File: src/rtl/inst_fetch_pkg.sv
// Shared widths, fetch FSM encoding and reset PC default for the instruction fetch slice.
// Pure definitions; no logic.
package inst_fetch_pkg;

   localparam int ADDR_LEN = 32;
   localparam int INST_LEN = 32;

   localparam logic [ADDR_LEN-1:0] RESET_PC_DEF = 32'h0000_0000;

   typedef enum logic {
      ST_RUN  = 1'b0,
      ST_MISS = 1'b1
   } fetch_state_t;

   // Sequential fetch wraps naturally at 2^32.
   function automatic logic [ADDR_LEN-1:0] pc_next(input logic [ADDR_LEN-1:0] pc);
      return pc + ADDR_LEN'(4);
   endfunction

endpackage

File: src/rtl/inst_fetch_if.sv
// Fetch <-> memory controller bus: request/address/abort out, ready pulse and word back.
// The fetch unit is the master; the memory controller is the slave.
interface inst_fetch_if;
   import inst_fetch_pkg::*;

   logic                mc_req_o;
   logic [ADDR_LEN-1:0] mc_pc_o;
   logic                mc_jump_o;
   logic                mc_inst_ready_i;
   logic [INST_LEN-1:0] mc_inst_i;

   modport master (
      output mc_req_o,
      output mc_pc_o,
      output mc_jump_o,
      input  mc_inst_ready_i,
      input  mc_inst_i
   );

   modport slave (
      input  mc_req_o,
      input  mc_pc_o,
      input  mc_jump_o,
      output mc_inst_ready_i,
      output mc_inst_i
   );

endinterface

File: src/rtl/inst_fetch_icache_dm.sv
// Direct-mapped instruction cache arrays: combinational tag compare/read, synchronous fill.
// Valid bits clear only on reset; there is no other invalidate path.
module icache_dm
   import inst_fetch_pkg::*;
#(
   parameter int IDX_W = 5
) (
   input  logic                            clk,
   input  logic                            rst,
   input  logic [IDX_W-1:0]                rd_idx,
   input  logic [ADDR_LEN-IDX_W-3:0]       rd_tag,
   output logic                            hit,
   output logic [INST_LEN-1:0]             rd_dat,
   input  logic                            wr_en,
   input  logic [IDX_W-1:0]                wr_idx,
   input  logic [ADDR_LEN-IDX_W-3:0]       wr_tag,
   input  logic [INST_LEN-1:0]             wr_dat
);

   localparam int DEPTH = 1 << IDX_W;
   localparam int TAG_W = ADDR_LEN - IDX_W - 2;

   logic [DEPTH-1:0]    valid;
   logic [TAG_W-1:0]    tag_mem [DEPTH];
   logic [INST_LEN-1:0] dat_mem [DEPTH];

   always_ff @(posedge clk) begin
      if (!rst) begin
         valid <= '0;
      end else if (wr_en) begin
         valid[wr_idx] <= 1'b1;
      end
   end

   // Payload arrays need no reset: a line is only read once its valid bit is set.
   always_ff @(posedge clk) begin
      if (wr_en) begin
         tag_mem[wr_idx] <= wr_tag;
         dat_mem[wr_idx] <= wr_dat;
      end
   end

   assign hit    = valid[rd_idx] && (tag_mem[rd_idx] == rd_tag);
   assign rd_dat = dat_mem[rd_idx];

endmodule

File: src/rtl/inst_fetch.sv
// Instruction fetch: one word per cycle from a direct-mapped cache, refills from the memory controller.
// Hit latency 1 cycle, miss latency memory + 1; stall holds outputs, rdy low freezes everything.
module inst_fetch
   import inst_fetch_pkg::*;
#(
   parameter int                  ICACHE_IDX_W = 5,
   parameter logic [ADDR_LEN-1:0] RESET_PC     = RESET_PC_DEF
) (
   input  logic                clk,
   input  logic                rst,
   input  logic                rdy,
   input  logic                jump_en_i,
   input  logic [ADDR_LEN-1:0] jump_target_i,
   input  logic                stall_i,
   inst_fetch_if.master        mc,
   output logic                inst_valid_o,
   output logic [INST_LEN-1:0] inst_o,
   output logic [ADDR_LEN-1:0] pc_o
);

   localparam int IDX_HI = ICACHE_IDX_W + 1;
   localparam int TAG_LO = ICACHE_IDX_W + 2;

   fetch_state_t        state, state_nxt;
   logic [ADDR_LEN-1:0] pc, pc_nxt;
   logic                req_q, req_nxt;
   logic [ADDR_LEN-1:0] mcpc_q, mcpc_nxt;
   logic                jump_q, jump_nxt;
   logic                vld_q, vld_nxt;
   logic [INST_LEN-1:0] inst_q, inst_nxt;
   logic [ADDR_LEN-1:0] pco_q, pco_nxt;

   logic                hit;
   logic [INST_LEN-1:0] rd_dat;
   logic                fill;
   logic                cache_we;

   icache_dm #(
      .IDX_W (ICACHE_IDX_W)
   ) u_icache (
      .clk    (clk),
      .rst    (rst),
      .rd_idx (pc[IDX_HI:2]),
      .rd_tag (pc[ADDR_LEN-1:TAG_LO]),
      .hit    (hit),
      .rd_dat (rd_dat),
      .wr_en  (cache_we),
      .wr_idx (mcpc_q[IDX_HI:2]),
      .wr_tag (mcpc_q[ADDR_LEN-1:TAG_LO]),
      .wr_dat (mc.mc_inst_i)
   );

   // The fill must freeze with the rest of the pipe and never land while reset is applied.
   assign cache_we = fill & rdy & rst;

   always_comb begin
      state_nxt = state;
      pc_nxt    = pc;
      req_nxt   = req_q;
      mcpc_nxt  = mcpc_q;
      jump_nxt  = 1'b0;
      vld_nxt   = vld_q;
      inst_nxt  = inst_q;
      pco_nxt   = pco_q;
      fill      = 1'b0;

      if (jump_en_i) begin
         pc_nxt    = jump_target_i & ~ADDR_LEN'(3);
         vld_nxt   = 1'b0;
         state_nxt = ST_RUN;
         if (state == ST_MISS) begin
            jump_nxt = 1'b1;
            req_nxt  = 1'b0;
         end
      end else begin
         // A ready pulse seen in RUN is ignored, which covers the stale return right after
         // an abort or reset release without extra tracking.
         unique case (state)
            ST_RUN: begin
               if (!stall_i) begin
                  if (hit) begin
                     vld_nxt  = 1'b1;
                     inst_nxt = rd_dat;
                     pco_nxt  = pc;
                     pc_nxt   = pc_next(pc);
                  end else begin
                     req_nxt   = 1'b1;
                     mcpc_nxt  = pc;
                     vld_nxt   = 1'b0;
                     state_nxt = ST_MISS;
                  end
               end
            end
            ST_MISS: begin
               if (mc.mc_inst_ready_i) begin
                  fill      = 1'b1;
                  req_nxt   = 1'b0;
                  state_nxt = ST_RUN;
                  // Under stall only the line is filled; it is re-read as a hit afterwards.
                  if (!stall_i) begin
                     vld_nxt  = 1'b1;
                     inst_nxt = mc.mc_inst_i;
                     pco_nxt  = pc;
                     pc_nxt   = pc_next(pc);
                  end
               end
            end
            default: ;
         endcase
      end
   end

   always_ff @(posedge clk) begin
      if (!rst) begin
         state  <= ST_RUN;
         pc     <= RESET_PC;
         req_q  <= 1'b0;
         mcpc_q <= '0;
         jump_q <= 1'b0;
         vld_q  <= 1'b0;
         inst_q <= '0;
         pco_q  <= '0;
      end else if (rdy) begin
         state  <= state_nxt;
         pc     <= pc_nxt;
         req_q  <= req_nxt;
         mcpc_q <= mcpc_nxt;
         jump_q <= jump_nxt;
         vld_q  <= vld_nxt;
         inst_q <= inst_nxt;
         pco_q  <= pco_nxt;
      end
   end

   assign mc.mc_req_o  = req_q;
   assign mc.mc_pc_o   = mcpc_q;
   assign mc.mc_jump_o = jump_q;

   assign inst_valid_o = vld_q;
   assign inst_o       = inst_q;
   assign pc_o         = pco_q;

endmodule

File: src/flat_wrapper.sv
// flat-port wrapper written by rule: the top's interface ports become plain ports
module inst_fetch_flat import inst_fetch_pkg::*;
#(
   parameter int                  ICACHE_IDX_W = 5,
   parameter logic [ADDR_LEN-1:0] RESET_PC     = RESET_PC_DEF
)
  (clk, rst, rdy, jump_en_i, jump_target_i, stall_i, inst_valid_o, inst_o, pc_o, mc_mc_req_o, mc_mc_pc_o, mc_mc_jump_o, mc_mc_inst_ready_i, mc_mc_inst_i);
  inst_fetch_if mc_i ();
  input  logic clk;
  input  logic rst;
  input  logic rdy;
  input  logic jump_en_i;
  input  logic [ADDR_LEN-1:0] jump_target_i;
  input  logic stall_i;
  output logic inst_valid_o;
  output logic [INST_LEN-1:0] inst_o;
  output logic [ADDR_LEN-1:0] pc_o;
  output wire logic [$bits(mc_i.mc_req_o)-1:0] mc_mc_req_o;
  output wire logic [$bits(mc_i.mc_pc_o)-1:0] mc_mc_pc_o;
  output wire logic [$bits(mc_i.mc_jump_o)-1:0] mc_mc_jump_o;
  input wire logic [$bits(mc_i.mc_inst_ready_i)-1:0] mc_mc_inst_ready_i;
  input wire logic [$bits(mc_i.mc_inst_i)-1:0] mc_mc_inst_i;
  assign mc_mc_req_o = mc_i.mc_req_o;
  assign mc_mc_pc_o = mc_i.mc_pc_o;
  assign mc_mc_jump_o = mc_i.mc_jump_o;
  assign mc_i.mc_inst_ready_i = mc_mc_inst_ready_i;
  assign mc_i.mc_inst_i = mc_mc_inst_i;
  inst_fetch #(.ICACHE_IDX_W(ICACHE_IDX_W), .RESET_PC(RESET_PC)) u_core (.clk(clk), .rst(rst), .rdy(rdy), .jump_en_i(jump_en_i), .jump_target_i(jump_target_i), .stall_i(stall_i), .mc(mc_i), .inst_valid_o(inst_valid_o), .inst_o(inst_o), .pc_o(pc_o));
endmodule
File: config.mk
export PLATFORM = sky130hd
export DESIGN_NAME = inst_fetch_flat
export DESIGN_NICKNAME = d
export VERILOG_FILES = /design/src/rtl/inst_fetch_pkg.sv /design/src/rtl/inst_fetch_if.sv /design/src/rtl/inst_fetch_icache_dm.sv /design/src/rtl/inst_fetch.sv /design/src/flat_wrapper.sv
export SDC_FILE = /design/constraint.sdc
export NUM_CORES = 2
export LEC_CHECK = 0
export BUFFER_PORTS_ARGS = -buffer_cell sky130_fd_sc_hd__buf_2
export CAP_MARGIN = 20
export CORE_MARGIN = 4
export CORE_UTILIZATION = 55
export DETAILED_ROUTE_END_ITERATION = 16
export PLACE_DENSITY = 0.8
export SLEW_MARGIN = 20
export SYNTH_ARGS = -nofsm -noshare
export SYNTH_HDL_FRONTEND = slang
export SYNTH_HIERARCHICAL = 1
export SYNTH_SLANG_ARGS = --single-unit
File: constraint.sdc
create_clock -name clk -period 4.8 [get_ports clk]
set_clock_uncertainty 0.1 [all_clocks]
set_input_delay 0.48 -clock clk [delete_from_list [all_inputs] [get_ports clk]]
set_output_delay 0.48 -clock clk [all_outputs]
set_load 0.02 [all_outputs]
==> impl_metrics.ini <==
[synthesis]
yosys-top-cells-area = edfxtp_1 (71%), mux4_2 (14%), dfxtp_1 (4.1%)
async_flop_share = 0
ys.flop_type = edfxtp_1
synth-seq-area-share = 0.756
syn_inst = 3764
yosys.cell_count.top_type = edfxtp_1
netlist_area_um2 = 76700
synth-seq-cells = 1982
yosysTopAreaCell = edfxtp_1
yosysWarnings = 6
synth_edf_count = 1824
synth_top_cell_area_share = 0.714
synth_common_cells = edfxtp_1 (1,824), mux4_2 (492), nand2_1 (285)
yosys.cell_types.count = 80
syn_area_per_cell_um2 = 20.4

[timing]
finalHoldViolCount = 0
drv_slew = 0
timing.fmax_mhz = 214
worstMarginPinSlew_ps = 1060
fin_crit_ps = 4680
slew-limit-headroom = 0.291
period_share = 0.975
setup_ws_ps = 120
setup_viol = 0

[floorplan]
ios = 169
start_util = 0.556
coreArea_um2 = 138000
die_h_um = 381
rows = 136
die_area_um2 = 145000
fp.dieW_um = 381

[setup_path]
reg2reg_depth = 16
crit_path_max_fanout = 51
crit_cells = 16
crit_path_start_kind = flip-flop
crit_slowest_cell = buf_6
path_class = reg2reg
critPathTopFamily = simple AND/OR/NAND/NOR gates
worstPathArrival_ps = 5260
endpoint_kind = flip-flop
max_stage_delay_ps = 490
required_ps = 5380
cpMostUsedCell = nor2_1
crit_chain = buf_16 > buf_6 > mux4_2 > mux2i_1 > o22ai_1 > nor2_1 > xor2_1 > nand3_1 > nor4_4 > mux2_2 > nand2_1 > nor2_4 > buf_4 > buf_12 > nor2_1 > a211oi_1
path_buf_inv = 4

[grt]
grt_usage = 0.287
grt_max_degree = 80
antenna_found_initial = 4
grt_pass1_vias = 41600
grt_pass1_wl_um = 299000
gr-total-overflow = 0

[drt]
ant_nets = 0
drt_iter0_drc = 6477
vias = 41600
wl_per_cell_um = 34.2
dr.pass1.iters = 7
drc = 0
avgViaCountPerCell = 6.77
wl_um = 210000

[min_path]
min_path_type = in2reg
holdPathStages = 4

[final_layout]
fillers = 8672
stdcell_count = 6146
postLayoutCoreUtil = 0.633
stdcell_area_um2 = 87400
nets = 4197
drive_gt1_frac = 0.284
syn2layout_area_growth_pct = 14.0

[clocking]
insertion_delay_ps = 830
cts.sinks = 1982
cts_root_buffer = clkbuf_16
clockBufferDepth = 3
htreeDepth = 4
cts-buffers-inserted = 187
cts_tree = yes
clk_pin_slew_ps = 60

[placement]
gp_congestion = 0.832
placed_area_um2 = 80900
dpl.hpwl_um = 106000
dpl_worst_slack_ps = -235
io_buffer_count = 162
dp.cells = 5763

[pwr]
power-per-cell-area_nw_per_um2 = 399
p_leak_uw = 0.0264
finalPower_uw = 34900
ir_worst_vdd_uv = 362

[run]
cap_violations = 0

[outcome]
status = finished, final reports clean
==> state kept, by name, indices dropped and copies added, names as in the netlist <==
name and count:
u_core/u_icache/valid 32, u_core/u_icache/dat_mem 1024, u_core/inst_o 32, u_core/inst_valid_o 1, u_core/mc.mc_jump_o 1, u_core/pc 30, u_core/mc.mc_pc_o 30, u_core/mc.mc_req_o 1
u_core/pc_o 30, u_core/u_icache/tag_mem 800, u_core/state 1
==> report_power, final <==
| group | internal (uW) | switching [uW] |
|---|---|---|
| Combinational | 733 | 951 |
| Sequential | 18800 | 75.9 |
| Clock | 7970 | 6360 |
| Total | 27500 | 7390 |
==> final cells by class <==
| class | count | area [um^2] | area share |
|---|---|---|---|
| Sequential cell | 1982 | 58000 | 0.663 |
| Multi-Input combinational cell | 1554 | 17900 | 0.205 |
| Clock buffer | 246 | 5100 | 0.0583 |
| Timing Repair Buffer | 390 | 3250 | 0.0372 |
| Tap cell | 1863 | 2330 | 0.0267 |
| Clock inverter | 98 | 808 | 0.00925 |
| Inverter | 11 | 46.3 | 0.000530 |
| Antenna cell | 2 | 5.00 | 0.0000572 |
==> cell families (layout without fill, tap and decap cells) <==
kind of cell               Yosys count  after routing  synth area share
AOI/OAI and AO/OA                  358            358            0.0310
xor gates and xnor gates            16             16           0.00183
adders and majority gates            1              1          0.000163
buffers and inverters              231            745            0.0150
DFF                               1982           1982             0.756
muxes                              648            648             0.166
other                                1              6         0.0000489
and+or+nand+nor                    527            527            0.0306
==> timing repair <==
action | 4_1_cts | 5_1_grt
hold buffers | 23 | 0
pin swaps | 1 | 2
setup buffers | 6 | 4
cloned | 0 | 3
setup endpoints to repair | 90 | 76
endpoints found under the hold margin | 23 | 0
gates resized for setup | 4 | 23
==> layer usage <==
layer / vias up / GRT usage / part of all wire
li1: 16200 / - / -
met2: 3274 / 0.454 / 0.48
met4: 4 / 0.120 / 0.046
met3: 591 / 0.0689 / 0.13
met1: 21500 / 0.388 / 0.34
met5: - / 0 / 0.00010
==> placed cells by master, fill, tap and decap left out, drive strengths merged, types with 9 or more instances in the layout <==
cell / instances
mux2i: 142
dlygate4sd3: 23
mux2: 11
a21oi: 102
a22oi: 36
nand4: 14
clkbuf: 249
o21a: 34
nand3: 32
a211oi: 45
xnor2: 10
bufinv: 9
buf: 364
a31oi: 15
clkinv: 80
nand2: 285
nor2: 119
inv: 16
dfxtp: 158
nor2b: 12
o22ai: 22
edfxtp: 1824
mux4: 495
o21ai: 43
==> worst paths after layout <==
path,start,end,slack [ps]
worst max-delay path,u_core/pc[3],u_core/inst_o[11],120
worst min-delay path,jump_target_i[7],u_core/pc[7],50
worst max register to register,u_core/pc[3],u_core/inst_o[11],120
worst min register to register,u_core/pc_o[12],u_core/pc_o[12],350
==> worst min-delay path, cell delays in order <==
cell,delay (ps)
buf_2,120
a22oi_1,90
a2bb2oi_1,130
nor2_1,90
==> stage by stage <==
stage / TNS [ps] / hold WS (ps)
6_report: 0 / 47.0
5_1_grt: -106 / 64.6
4_1_cts: 0 / 2.68
3_5_place_dp: -10700 / 346
3_3_place_gp: -4250 / 341
2_1_floorplan: -123520 / 335
(Power assumes the default switching activity.)
